<file path="config.mk">
export PLATFORM = sky130hd
export DESIGN_NAME = obc_shift_accumulator
export DESIGN_NICKNAME = d
export VERILOG_FILES = /design/src/rtl/obc_shift_accumulator.sv
export SDC_FILE = /design/constraint.sdc
export NUM_CORES = 1
export LEC_CHECK = 0
export CORE_MARGIN = 2
export CORE_UTILIZATION = 45
export DETAILED_ROUTE_END_ITERATION = 6
export PLACE_DENSITY = 0.71
export SYNTH_ARGS = -nofsm -noshare
export SYNTH_HDL_FRONTEND = slang
export SYNTH_SLANG_ARGS = --single-unit
export TNS_END_PERCENT = 10
</file>
<file path="constraint.sdc">
create_clock -name clk -period 7.4 [get_ports clk]
set_input_delay 0.74 -clock clk [delete_from_list [all_inputs] [get_ports clk]]
set_output_delay 0.74 -clock clk [all_outputs]
set_load 0.05 [all_outputs]
</file>
<file path="src/rtl/obc_shift_accumulator.sv">
// Bit-serial OBC distributed-arithmetic accumulator: one ROM partial-sum word group per cycle,
// LSB first, with the MSB term subtracted (offset-binary) to form the final 35-bit result.
module obc_shift_accumulator #(
    parameter int W = 16
) (
    input  logic        clk,
    input  logic        rst,
    input  logic        start,
    input  logic [31:0] dinit,
    input  logic [31:0] rom_in0,
    input  logic [31:0] rom_in1,
    input  logic [31:0] rom_in2,
    input  logic [31:0] rom_in3,
    output logic [4:0]  bit_idx,
    output logic        busy,
    output logic [34:0] result,
    output logic        out_valid,
    output logic [1:0]  dbg_state
);

    localparam logic [1:0] S_IDLE = 2'd0;
    localparam logic [1:0] S_RUN  = 2'd1;
    localparam logic [1:0] S_DONE = 2'd2;
    localparam logic [4:0] LAST_BIT = 5'(W - 1);

    // Handshake: start is a level sampled only while idle; out_valid is a one-cycle strobe
    // and result stays stable until the next completed operation overwrites it.

    logic [1:0]  state_q, state_d;
    logic [34:0] acc_q, acc_d;
    logic [34:0] result_q, result_d;
    logic [4:0]  bit_idx_q, bit_idx_d;

    logic [34:0] d_sum;
    logic [35:0] acc_plus_d;

    function automatic logic [34:0] sext35(input logic [31:0] v);
        return {{3{v[31]}}, v};
    endfunction

    // Sum kept one bit wider so the arithmetic shift never loses the carry.
    always_comb begin
        d_sum      = sext35(rom_in0) + sext35(rom_in1) + sext35(rom_in2) + sext35(rom_in3);
        acc_plus_d = {acc_q[34], acc_q} + {d_sum[34], d_sum};
    end

    always_comb begin
        state_d   = state_q;
        acc_d     = acc_q;
        result_d  = result_q;
        bit_idx_d = bit_idx_q;
        case (state_q)
            S_IDLE: begin
                if (start) begin
                    acc_d     = sext35(dinit);
                    bit_idx_d = 5'd0;
                    state_d   = S_RUN;
                end
            end
            S_RUN: begin
                if (bit_idx_q == LAST_BIT) begin
                    acc_d    = acc_q - d_sum;
                    result_d = acc_q - d_sum;
                    state_d  = S_DONE;
                end else begin
                    acc_d     = acc_plus_d[35:1];
                    bit_idx_d = bit_idx_q + 5'd1;
                end
            end
            S_DONE: begin
                bit_idx_d = 5'd0;
                state_d   = S_IDLE;
            end
            default: begin
                bit_idx_d = 5'd0;
                state_d   = S_IDLE;
            end
        endcase
    end

    always_ff @(posedge clk) begin
        if (rst) begin
            state_q   <= S_IDLE;
            acc_q     <= '0;
            result_q  <= '0;
            bit_idx_q <= '0;
        end else begin
            state_q   <= state_d;
            acc_q     <= acc_d;
            result_q  <= result_d;
            bit_idx_q <= bit_idx_d;
        end
    end

    assign bit_idx   = bit_idx_q;
    assign busy      = (state_q != S_IDLE);
    assign out_valid = (state_q == S_DONE);
    assign result    = result_q;
    assign dbg_state = state_q;

endmodule

</file>
==> results.toml <==
[critical_path]
cpMaxStageDelayCell = "or4b_1"
r2r_slack_ns = 3.87
r2r-start = "acc_q[0]"
critPathArrivalTime_ns = 7.28
worstRegToRegCells = 11
cpPeakStageDelay_ns = 0.54
crit_type = "in2reg"
path_max_fanout = 3
cp-end-kind = "flip-flop"
worstReg2RegEnd = "acc_q[27]"
cp.required_ns = 7.70
cp-start-kind = "input pin"

[power]
net-switching-power_mw = 3.262
combinationalPowerShare_pct = 82.5
power_leakage_nw = 6.293
p_per_area_mw_per_mm2 = 433.3
vdd_drop_max_uv = 178.4
netSwitchingFraction_pct = 54.73
sequentialPowerShare_pct = 8.7
p_clk_share_pct = 8.8
power.total_mw = 5.960
intPower_mw = 2.698

[synthesis]
ys_types = 79
async_flop_share_pct = 0
synthFlopType = "dfxtp_1"
syn_nets = 1795
synthCells = 1451
synth-edff-count = 0
avgSynthCellArea_um2 = 7.468
synth.yosys.warnings = 0
yosys.area.top_type = "dfxtp_1"
synth_most_common_cell = "inv_1"
synthTopCellsByCount = "inv_1 (240), nor2_1 (139), a21oi_1 (134), ha_1 (114), nand2_1 (93)"
synth_seq_cells = 77
ys_seq_area_share_pct = 14.22
yosys-top-cells-area = "dfxtp_1 (14%), ha_1 (13%), fa_1 (12%)"
syn_area_mm2 = 0.01084
yosysTopAreaCellShare_pct = 14.22

[finish]
diodes = 0
syn_to_final_growth_pct = 26.92
finalNonFillerCells = 1981
drive_above_1_share_pct = 5.054
fill_cells = 2256
nNetsFinal = 2001
finish.utilization_pct = 58.42

[global_route]
grt_util_all_layers_pct = 27.90
grt_pass1_wl_mm = 56.99
grt_util_met3_pct = 3.308
antenna_found_initial = 0
grtUsageMet1_pct = 39.72
overflow = 0
grt_max_degree = 77
met2_usage_pct = 45.22
first_global_vias = 10440
top_usage_layer = "met2"

[die]
rows = 56
die_h_um = 159.2
core_mm2 = 0.02354
top_level_ports = 207
dieArea_mm2 = 0.02534
initial_core_util_pct = 46.03
die_w_um = 159.2

[hold_path]
worstHoldStart = "result[23]"
whs_path_depth = 2
hold_path.class = "reg2reg"
min_to = "result[23]"

[routing]
firstDrtPassIters = 7
drt_iter0_markers = 930
drc = 0
routed_via_density = 5.676
wl_per_cell_um = 18.34
antenna_left = 0
vias = 11240
wl_mm = 36.33

[sta]
tns_ns = 0
worst_slew_pin_slew_ns = 1.071
drv_slew = 0
fmax_mhz = 143.2
fin_crit_sh_pct = 94.34
fin_skew_ns = 0.01521
setup-violations-final = 0
holdWs_ns = 0.4564
finalCriticalPeriod_ns = 6.982
hold_viol_final = 0
rsz0062_at_grt = "no"
max_slew_margin_pct = 28.31

[clock_tree]
clock-root-buffer = "clkbuf_16"
cts_max_path_buffers = 2
clock_sinks = 77
postCtsSetupBuffers = 0
htree_levels = 3
numCtsBuffers = 9
cts_tree = "built"
clkLatencyLatePin_ns = 0.36
clk_pin_slew_ns = 0.08

[placed_design]
dpl.hpwl_mm = 29.88
placed_cells = 1965
numPortBuffers = 206
gp_congestion = 0.9741

[status]
status = "completed"

[run]
maxCapViolations = 0
-- cell usage in the layout, fill, tap and decap left out, types with 14 or more instances in the layout --
master           count
a211oi_1            31
nand3_1             20
dfxtp_1             77
nor2b_1             14
o21ai_0             51
o21a_1              17
inv_1              240
ha_1               114
clkdlybuf4s50_1    205
a21o_1              27
o21bai_1            21
xnor2_1             70
xor2_1              21
buf_4               45
a21oi_1            133
nand2b_1            16
nand2_1             93
nor2_1             137
fa_1                67
a31oi_1             18
nor3_1              34
-- per-layer routing --
layer	vias up	share of wire, %
met5	-	0
met4	0	2.0
met3	48	7.3
met2	475	45
met1	5360	46
li1	5361	-
-- logic make-up (layout without fill, tap and decap cells) --
family                     Yosys count  count (layout)  share of synthesized area (%)
and+or+nand+nor                    381             381                          16.48
muxes                                7               7                         0.6581
buffers and inverters              297             508                          10.48
AOI/OAI and AO/OA                  417             417                          25.26
DFF                                 77              77                          14.22
xor gates and xnor gates            91              91                          7.355
adders and majority gates          181             181                          25.54
-- cell type report --
class	instances	area, um^2	area share, %
Multi-Input combinational cell	1077	8173	59.42
Timing Repair Buffer	251	2395	17.41
Clock buffer	9	225.2	1.637
Tap cell	319	399.1	2.902
Sequential cell	77	1541	11.21
Clock inverter	7	116.4	0.8460
Inverter	241	904.6	6.577
-- worst max path at each step --
stage,startpoint,to,slack (ns),cells past startpoint
2_1_floorplan,rom_in0[2],acc_q[31],0.95,25
3_3_place_gp,rom_in0[1],result[34],0.19,28
3_5_place_dp,rom_in0[1],acc_q[34],-0.08,28
4_1_cts,rom_in0[1],acc_q[34],0.25,28
5_1_grt,rom_in0[1],acc_q[34],0.03,28
6_report,rom_in0[2],acc_q[31],0.42,25
-- power by group through the flow --
stage               Sequential, mW  Combinational (mW)  Clock [mW]
floorplan                    0.502                3.38           0
global placement             0.527                4.80           0
detailed placement           0.527                4.78           0
CTS                          0.519                4.81       0.527
global route                 0.526                5.34       0.544
finish                       0.521                4.92       0.523
-- critical path, delay by kind of cell --
kind	cells	cell delay, ns
xor gates and xnor gates	2	0.33
AOI/OAI and AO/OA	12	2.73
and+or+nand+nor	4	1.23
buffers and inverters	3	0.58
adders and majority gates	4	1.65
-- what timing repair did --
action,4_1_cts,5_1_grt
hold buffers,0,0
endpoints found under the setup margin,0,12
gates resized for setup,0,2
hold endpoints to repair,0,0
-- through the flow --
| step | instance area [um^2] | setup slack [ns] |
|---|---|---|
| floorplan | 10840 | 0.9513 |
| global placement | 13400 | 0.1855 |
| detailed placement | 13400 | -0.08480 |
| CTS | 13750 | 0.2497 |
| global route | 13750 | 0.02652 |
| finish | 13750 | 0.4185 |
-- registers in the layout (all words and copies together), names as in the netlist --
register and count:
acc_q 35, bit_idx 5, dbg_state 2, result 35
Power figures use the tool's default switching activity.
